==> config.mk <==
export PLATFORM = sky130hd
export DESIGN_NAME = exu_dpath_arb
export DESIGN_NICKNAME = d
export VERILOG_FILES = /design/src/rtl/exu_dpath_arb_pkg.sv /design/src/rtl/exu_dpath_rr_pick.sv /design/src/rtl/exu_dpath_arb.sv
export SDC_FILE = /design/constraint.sdc
export NUM_CORES = 1
export LEC_CHECK = 0
export ABC_AREA = 1
export ABC_CLOCK_PERIOD_IN_PS = 4500
export CAP_MARGIN = 20
export CORE_MARGIN = 3
export CORE_UTILIZATION = 60
export DETAILED_ROUTE_END_ITERATION = 7
export DONT_BUFFER_PORTS = 1
export PLACE_DENSITY = 0.9
export SLEW_MARGIN = 20
export SYNTH_ARGS = -nofsm -noshare
export SYNTH_HDL_FRONTEND = slang
export SYNTH_SLANG_ARGS = --single-unit
export TNS_END_PERCENT = 10
==> constraint.sdc <==
create_clock -name clk -period 4.5 [get_ports clk]
set_input_delay 0.675 -clock clk [delete_from_list [all_inputs] [get_ports clk]]
set_output_delay 0.675 -clock clk [all_outputs]
set_load 0.02 [all_outputs]
==> src/rtl/exu_dpath_arb_pkg.sv <==
// Shared definitions for the EXU shared adder/comparator arbiter.
// Requester id constants, id width and default sizing.
package exu_dpath_arb_pkg;

  localparam int XLEN_DEF = 32;
  localparam int NREQ_DEF = 3;
  localparam int ARB_ID_W = 2;

  localparam logic [ARB_ID_W-1:0] ARB_ID_ALU = 2'd0;
  localparam logic [ARB_ID_W-1:0] ARB_ID_BJP = 2'd1;
  localparam logic [ARB_ID_W-1:0] ARB_ID_AGU = 2'd2;

endpackage

==> src/rtl/exu_dpath_rr_pick.sv <==
// Combinational round-robin picker: searches from last_gnt+1 (wrapping)
// and returns a one-hot grant plus its encoded id. Grant is zero when no
// requester is valid. Reusable by other EXU arbiters.
module exu_dpath_rr_pick
  import exu_dpath_arb_pkg::*;
#(
  parameter int NREQ = NREQ_DEF,
  parameter int IDW  = ARB_ID_W
) (
  input  logic [NREQ-1:0] valid_i,
  input  logic [IDW-1:0]  last_gnt_i,
  output logic [NREQ-1:0] gnt_o,
  output logic [IDW-1:0]  gnt_id_o
);

  // First valid requester after the previous winner, wrapping around.
  always_comb begin
    int   idx;
    logic found;
    gnt_o    = '0;
    gnt_id_o = '0;
    found    = 1'b0;
    idx      = 0;
    for (int off = 1; off <= NREQ; off++) begin
      idx = (int'(last_gnt_i) + off) % NREQ;
      if (!found && valid_i[idx]) begin
        gnt_o[idx] = 1'b1;
        gnt_id_o   = IDW'(idx);
        found      = 1'b1;
      end else begin
        found = found;
      end
    end
  end

endmodule

==> src/rtl/exu_dpath_arb.sv <==
// Shared registered adder/comparator for the EXU requesters (ALU, BJP, AGU).
// Round-robin grant, one result register, valid/ready on every channel.
// Optional performance counters are enabled by EXU_DPATH_ARB_PERF_EN.
module exu_dpath_arb
  import exu_dpath_arb_pkg::*;
#(
  parameter int XLEN = XLEN_DEF,
  parameter int NREQ = NREQ_DEF
) (
  input  logic                 clk,
  input  logic                 rst_n,
  input  logic [NREQ-1:0]      req_valid,
  output logic [NREQ-1:0]      req_ready,
  input  logic [NREQ*XLEN-1:0] req_op1,
  input  logic [NREQ*XLEN-1:0] req_op2,
  input  logic [NREQ-1:0]      req_sub,
  output logic                 rsp_valid,
  input  logic                 rsp_ready,
  output logic [ARB_ID_W-1:0]  rsp_id,
  output logic [XLEN-1:0]      rsp_res,
  output logic                 rsp_eq,
  output logic                 rsp_lt,
  output logic                 rsp_ltu
`ifdef EXU_DPATH_ARB_PERF_EN
  ,
  output logic [NREQ*32-1:0]   perf_gnt_cnt,
  output logic [31:0]          perf_stall_cnt
`endif
);

  logic                rsp_valid_q, rsp_valid_d;
  logic [ARB_ID_W-1:0] rsp_id_q, rsp_id_d;
  logic [XLEN-1:0]     rsp_res_q, rsp_res_d;
  logic                rsp_eq_q, rsp_eq_d;
  logic                rsp_lt_q, rsp_lt_d;
  logic                rsp_ltu_q, rsp_ltu_d;
  logic [ARB_ID_W-1:0] last_gnt_q, last_gnt_d;

  logic                free_s;
  logic                xfer_s;
  logic [NREQ-1:0]     gnt_s;
  logic [ARB_ID_W-1:0] gnt_id_s;
  logic [XLEN-1:0]     op1_s, op2_s, op2x_s;
  logic                sub_s;
  logic [XLEN:0]       sum_s;

  exu_dpath_rr_pick #(
    .NREQ (NREQ),
    .IDW  (ARB_ID_W)
  ) u_pick (
    .valid_i    (req_valid),
    .last_gnt_i (last_gnt_q),
    .gnt_o      (gnt_s),
    .gnt_id_o   (gnt_id_s)
  );

  // Grant only when the result slot is empty or draining this cycle.
  always_comb begin
    free_s    = !rsp_valid_q || rsp_ready;
    req_ready = free_s ? gnt_s : '0;
    xfer_s    = |req_ready;
  end

  // Granted operands through the shared adder; flags use the raw operands.
  always_comb begin
    op1_s  = req_op1[int'(gnt_id_s)*XLEN +: XLEN];
    op2_s  = req_op2[int'(gnt_id_s)*XLEN +: XLEN];
    sub_s  = req_sub[gnt_id_s];
    op2x_s = sub_s ? ~op2_s : op2_s;
    sum_s  = {1'b0, op1_s} + {1'b0, op2x_s} + {{XLEN{1'b0}}, sub_s};
  end

  // Next state: load on transfer, drop valid on a bare drain, else hold.
  always_comb begin
    rsp_valid_d = rsp_valid_q;
    rsp_id_d    = rsp_id_q;
    rsp_res_d   = rsp_res_q;
    rsp_eq_d    = rsp_eq_q;
    rsp_lt_d    = rsp_lt_q;
    rsp_ltu_d   = rsp_ltu_q;
    last_gnt_d  = last_gnt_q;
    if (xfer_s) begin
      rsp_valid_d = 1'b1;
      rsp_id_d    = gnt_id_s;
      rsp_res_d   = sum_s[XLEN-1:0];
      rsp_eq_d    = (op1_s == op2_s);
      rsp_lt_d    = ($signed(op1_s) < $signed(op2_s));
      rsp_ltu_d   = (op1_s < op2_s);
      last_gnt_d  = gnt_id_s;
    end else if (rsp_valid_q && rsp_ready) begin
      rsp_valid_d = 1'b0;
    end else begin
      rsp_valid_d = rsp_valid_q;
    end
  end

  // Result register and round-robin pointer.
  always_ff @(posedge clk or negedge rst_n) begin
    if (!rst_n) begin
      rsp_valid_q <= 1'b0;
      rsp_id_q    <= '0;
      rsp_res_q   <= '0;
      rsp_eq_q    <= 1'b0;
      rsp_lt_q    <= 1'b0;
      rsp_ltu_q   <= 1'b0;
      last_gnt_q  <= ARB_ID_W'(NREQ - 1);
    end else begin
      rsp_valid_q <= rsp_valid_d;
      rsp_id_q    <= rsp_id_d;
      rsp_res_q   <= rsp_res_d;
      rsp_eq_q    <= rsp_eq_d;
      rsp_lt_q    <= rsp_lt_d;
      rsp_ltu_q   <= rsp_ltu_d;
      last_gnt_q  <= last_gnt_d;
    end
  end

  assign rsp_valid = rsp_valid_q;
  assign rsp_id    = rsp_id_q;
  assign rsp_res   = rsp_res_q;
  assign rsp_eq    = rsp_eq_q;
  assign rsp_lt    = rsp_lt_q;
  assign rsp_ltu   = rsp_ltu_q;

`ifdef EXU_DPATH_ARB_PERF_EN
  logic [31:0] gnt_cnt_q [NREQ];
  logic [31:0] stall_cnt_q;

  // Per-requester grant counters and stall counter, wrapping at 2^32.
  always_ff @(posedge clk or negedge rst_n) begin
    if (!rst_n) begin
      for (int i = 0; i < NREQ; i++) begin
        gnt_cnt_q[i] <= 32'd0;
      end
      stall_cnt_q <= 32'd0;
    end else begin
      for (int i = 0; i < NREQ; i++) begin
        if (req_ready[i]) begin
          gnt_cnt_q[i] <= gnt_cnt_q[i] + 32'd1;
        end else begin
          gnt_cnt_q[i] <= gnt_cnt_q[i];
        end
      end
      if ((|req_valid) && !free_s) begin
        stall_cnt_q <= stall_cnt_q + 32'd1;
      end else begin
        stall_cnt_q <= stall_cnt_q;
      end
    end
  end

  for (genvar g = 0; g < NREQ; g++) begin : g_perf
    assign perf_gnt_cnt[g*32 +: 32] = gnt_cnt_q[g];
  end
  assign perf_stall_cnt = stall_cnt_q;
`endif

endmodule

# --- Yosys cells after proc, flatten, opt, wreduce, memory -nomap -nowiden ---
# Cells that the tools add are included.
op_classes:
  addsub: 5
  div: 3
  n_lt_le_gt_ge: 9
  n_eq_ne: 1
  shift: 2
  n_mux: 29
  n_bitwise: 3
  reduce_logical: 12
op_table:
  columns: ["operator", "n"]
  rows:
  - ["$shiftx A96 B8 Y32", 2]
  - ["$ge A32 B1 Y1 const B", 3]
  - ["$lt A32 B4 Y1 const B", 3]
  - ["$mod A32 B3 Y32 const B", 3]
  - ["$lt A32 B32 Y1", 2]
  - ["$add A32 B1 Y32", 1]
  - ["$add A32 B32 Y32", 1]
  - ["$eq A32 B32 Y1", 1]
  - ["$mux W32", 1]
  - ["$not A32 Y32", 1]
  - ["$mux W1", 14]
  - ["$mux W3", 4]
  - ["$bmux W1 S2", 4]
  - ["$add A2 B2 Y3 const B", 2]
  - ["$demux W1 S2", 3]
  - ["$logic_and A1 B1 Y1", 6]
  - ["$mux W2", 3]
  - ["$or A3 B3 Y3", 2]
  - ["$add A2 B1 Y3 const B", 1]
  - ["$logic_not A1 Y1", 3]
  - ["$lt A2 B3 Y1 const B", 1]
  - ["$reduce_or A3 Y1", 1]
  - ["$reduce_bool A2 Y1", 1]
  - ["$logic_or A1 B1 Y1", 1]
totals:
  register_bits: 40
  inputBits: 201
  out_inout_bits: 41
  elab_cells: 71

# --- Depth between registers and ports, before layout ---
depth:
  depth_word: 17
  mapped_depth: 36
  mapped_depth_nobuf: 35

# --- Modules after synthesis ---
# Synthesis repeated with hierarchy kept, for this count alone.
hier_totals:
  hier_cells: 1091
  area_unflattened_um2: 6473.7
modules_own_cells:
  columns: ["module", "instances", "cells_each", "area_per_inst_um2", "seq_area_each_um2"]
  rows:
  - ["exu_dpath_arb", 1, 1033, 6157.2, 977.2]
  - ["exu_dpath_rr_pick", 1, 58, 316.6, 0.0]

# --- Worst setup path before layout ---
# No wires, ideal clock.
synth_path:
  path_kind: "register -> register"
  startpoint: "register rsp_id[0] (netlist name)"
  endpoint: "register rsp_res_q[24] (netlist: rsp_res[24])"
  setup_time_ns: 0.117
  arrival_time_ns: 4.524
  required_time_ns: 4.383
  slack_ns: -0.142
  stages_incl_launch_ff: 34
  n_path_buf: 4
  synth_period_minus_slack_ns: 4.642
  cell_sequence: "dfrtp_1 > inv_1 > ha_1 > o21ai_1 > nand2_4 > inv_2 > nand2_1 > nand3_2 > nand2_4 > inv_2 > buf_6 > buf_2 > clkbuf_1 > clkbuf_1 > o21ai_0 > o21ai_0 > ha_1 > a21oi_1 > nand2_1 > a21oi_1 > o21bai_1 > a21o_1 > a21oi_1 > nor2_1 > o21ai_0 > nand2_1 > nand2_1 > nand2_1 > nand2_1 > nand2_2 > nand3_2 > nand3b_1 > nand3_1 > nand2_1"
synth_rtl:
  columns: ["element", "line_no", "text"]
  rows:
  - ["end signal, assigned", "exu_dpath_arb.sv:110", "rsp_res_q <= rsp_res_d;"]
  - ["end, declared", "exu_dpath_arb.sv:33", "logic [XLEN-1:0] rsp_res_q, rsp_res_d;"]

# --- Final worst setup path ---
layout_path:
  startpoint: "register last_gnt_q[1]"
  endpoint: "register rsp_res_q[26] (netlist: rsp_res[26])"
layout_between:
  elab_chain_cells: 17
  word_cells_on_any_way: 54
  classes_between: "add/sub: 5; div: 3; order compare: 6; shift: 2; mux: 27; bitwise: 3; reduce/logical: 8"
layout_lines:
  columns: ["element", "line_no", "text"]
  rows:
  - ["start, declared", "exu_dpath_arb.sv:37", "logic [ARB_ID_W-1:0] last_gnt_q, last_gnt_d;"]
  - ["start signal, assigned", "exu_dpath_arb.sv:106", "last_gnt_q <= ARB_ID_W'(NREQ - 1);"]
  - ["start signal, assigned", "exu_dpath_arb.sv:114", "last_gnt_q <= last_gnt_d;"]
  - ["$add A2 B1 Y3", "exu_dpath_rr_pick.sv:25", "idx = (int'(last_gnt_i) + off) % NREQ;"]
  - ["$mod A32 B3 Y32", "exu_dpath_rr_pick.sv:25", null]
  - ["$bmux W1 S2", "exu_dpath_rr_pick.sv:26", "if (!found && valid_i[idx]) begin"]
  - ["$mux W1 (implied by the code) (2 in a row)", "exu_dpath_rr_pick.sv:26", null]
  - ["$mux W1", "exu_dpath_rr_pick.sv:26", null]
  - ["$logic_not A1 Y1", "exu_dpath_rr_pick.sv:26", null]
  - ["$logic_and A1 B1 Y1", "exu_dpath_rr_pick.sv:26", null]
  - ["$mux W1", "exu_dpath_rr_pick.sv:26", null]
  - ["$logic_not A1 Y1", "exu_dpath_rr_pick.sv:26", null]
  - ["$logic_and A1 B1 Y1", "exu_dpath_rr_pick.sv:26", null]
  - ["$mux W2", "exu_dpath_rr_pick.sv:26", null]
  - ["$shiftx A96 B8 Y32 / $bmux W1 S2 (equally long branches)", "exu_dpath_arb.sv:67, exu_dpath_arb.sv:68", null]
  - ["$not A32 Y32 / $mux W1 (equally long branches)", "exu_dpath_arb.sv:69, exu_dpath_arb.sv:68", null]
  - ["$mux W32", "exu_dpath_arb.sv:69", "op2x_s = sub_s ? ~op2_s : op2_s;"]
  - ["$add A32 B32 Y32", "exu_dpath_arb.sv:70", "sum_s = {1'b0, op1_s} + {1'b0, op2x_s} + {{XLEN{1'b0}}, sub_s};"]
  - ["$add A32 B1 Y32", "exu_dpath_arb.sv:70", null]
# Several ways; a longest one is shown, not always the timed one. The select of a mux whose other input is x is not followed.
# A chain may end at the register's enable or synchronous reset.

==> results.ini <==
[outcome]
status=completed

[synthesis]
ys_seq_elements=39
synth_area_mm2=0.00679
seq_area_frac_synth_pct=14.4
ys.flop_type=dfrtp_1
synthCells=1138
synth_area_per_cell_um2=5.97
yosysUniqueCellTypes=48
synth_edf_count=0
ys.warnings.count=0
syn_nets=1404
ys_async_sr_fraction_pct=100

[sta]
rsz0062_at_grt=yes
hold_violations=0
slew_headroom_pct=61.1
worst-slew-pin-transition_ns=0.584
finalSetupViolations=0
clock_skew_ns=0.00334
fin_crit_sh_pct=98.6
fmax_ghz=0.225
slew_viol_final=0
min_period_ns=4.44

[min_path]
hp-class=in2async

[placed_design]
globalplace.congestion=1.07
postPlaceCellArea_mm2=0.00699
dp_hpwl_um=18000
portBuffers=0

[layout]
regArea_um2=978
drive_above_1_share_pct=14.5
layout_commonest_cell=nand2_1
area.growth.synth_to_final_pct=11.4
final_nets=1428
final_cell_mix=nand2_1, inv_1, nor2_1
fill_cells=903
stdcell_area_mm2=0.00757
fin_util_pct=69.2
multiInputGateArea_mm2=0.00518

[critical_path]
end_kind=register
cp_max_fo=11
cp.required_ns=4.67
crit_buf_inv=3
critPathLaunchType=register
crit_top_cell=nand2_1
path_delay_family=simple AND/OR/NAND/NOR gates
crit_path_top_delay_cell=dfstp_2
slowest_delay_ns=0.58
crit_type=reg2reg
crit_arrival_ns=4.61

[detailed_routing]
avgViaCountPerCell=6.04
drcViolationCount=0
via_count=7873
drtIter0Drc=925
routed_wl_um=22600
ant_nets=0
wl_per_cell_um=17.3
drtPass1Iterations=8

[clocking]
htree_levels=2
cts_tree=yes
clk-insertion-delay-late_ns=0.28
clkTransAtPathRegs_ns=0.06
cts_buffers=5
clockBufferDepth=2
cts_hold_buf=0
cts_sinks=39
root_buffer=clkbuf_16

[global_routing]
grt_max_degree=53
grt_pass1_wl_um=33100
grt_overflow=0
antenna_found_initial=1
grt_use_total_pct=32.0
grt_pass1_vias=6851

[floorplanning]
ios=242
core_mm2=0.0109
initial_core_util_pct=62.1
fp.dieArea_mm2=0.0126
die_y_um=112
die_w_um=112
rows=38

[run]
max_cap_violations=0

[repair_timing]
item                                    CTS  global route
gates cloned                              0             2
endpoints found under the setup margin   10            22
buffers inserted                          0            23
resized for setup                         7            55
pin swaps                                 0            17
[layer usage]
metal / wire [µm] / GRT usage, % / vias up / part of all wire, %
met2: 10300 / 52.4 / 532 / 45
met1: 8840 / 43.1 / 3497 / 39
li1: - / - / 3759 / -
met5: 0 / 0 / - / 0
met4: 826 / 9.13 / 0 / 3.7
met3: 2660 / 6.25 / 85 / 12
[worst reg2reg max path, delay by kind of cell (launching register included)]
family | cells | cell delay, ns
simple gates | 22 | 2.16
buf+inv | 3 | 0.22
flops | 1 | 0.58
compound gates | 5 | 0.80
fa+ha+maj | 2 | 0.55
[path summary, 6_finish.rpt]
path / depth (start not counted) / endpoint / startpoint / slack, ns
max: 32 / rsp_res[26]$_DFFE_PN0P_ / last_gnt_q[1]$_DFFE_PN1P_ / 0.06
min: 0 / rsp_res[11]$_DFFE_PN0P_ / rst_n / 0.08
max reg2reg: 32 / rsp_res[26]$_DFFE_PN0P_ / last_gnt_q[1]$_DFFE_PN1P_ / 0.06
min reg2reg: 2 / last_gnt_q[1]$_DFFE_PN1P_ / last_gnt_q[1]$_DFFE_PN1P_ / 0.59
max in group asynchronous: 0 / last_gnt_q[1]$_DFFE_PN1P_ / rst_n / 4.24
min in group clk: 2 / last_gnt_q[1]$_DFFE_PN1P_ / last_gnt_q[1]$_DFFE_PN1P_ / 0.59
[sequential cells by signal, summed over array words and instances, names as in the netlist]
register	cells
rsp_id	2
rsp_res	32
rsp_valid	1
rsp_ltu	1
last_gnt_q	1
rsp_lt	1
rsp_eq	1
[logic make-up after synthesis]
family / count (synthesis) / synth area share [%]
compound gates: 226 / 17.8
xor+xnor: 40 / 5.16
fa+ha+maj: 65 / 12.1
buf+inv: 188 / 12.0
flops: 39 / 14.4
simple gates: 580 / 38.5
[through the flow]
stage | TNS (ns) | hold slack (ns) | setup slack [ns] | std cells
after floorplan | 0 | 0.379 | 0.00658 | 1138
after global placement | 0 | 0.380 | 0.0668 | 1270
final | 0 | 0.0845 | 0.0628 | 1304
after CTS | 0 | 0.0796 | 0.0129 | 1278
after global routing | -1.21 | 0.0704 | -0.185 | 1304
after detailed placement | -1.23 | 0.380 | -0.180 | 1270
[Yosys cell counts, types with 3 or more instances]
cell,number,share of area (%)
inv_1,136,7.5
nor2_1,111,6.1
nand3_2,14,2.1
nand4_1,16,1.5
nand2_2,21,1.9
ha_1,64,12
nand2_4,5,0.83
buf_6,9,1.5
o21ai_1,34,2.5
nor3_1,8,0.59
o21ai_2,4,0.52
clkbuf_1,22,1.2
a211oi_1,4,0.44
o21ai_0,115,8.5
nor2_4,3,0.50
xor2_1,31,4.0
dfrtp_1,38,14
a31oi_1,3,0.28
xnor2_1,9,1.2
o211ai_1,3,0.33
buf_2,5,0.37
a21oi_1,51,3.8
nand3_1,80,5.9
buf_4,4,0.44
nor2_2,4,0.37
inv_2,7,0.39
nand3b_1,8,0.88
nand2_1,304,17
[final cells by class]
cell class	count	area share, %
Inverter	144	7.34
Timing Repair Buffer	60	6.66
Clock inverter	2	0.463
Multi-Input combinational cell	912	68.4
Clock buffer	6	1.83
Tap cell	140	2.31
Antenna cell	1	0.0331
Sequential cell	39	12.9
Power is not shown: default switching activity piles up to over one toggle a cycle in this logic, so the estimate is an artifact.
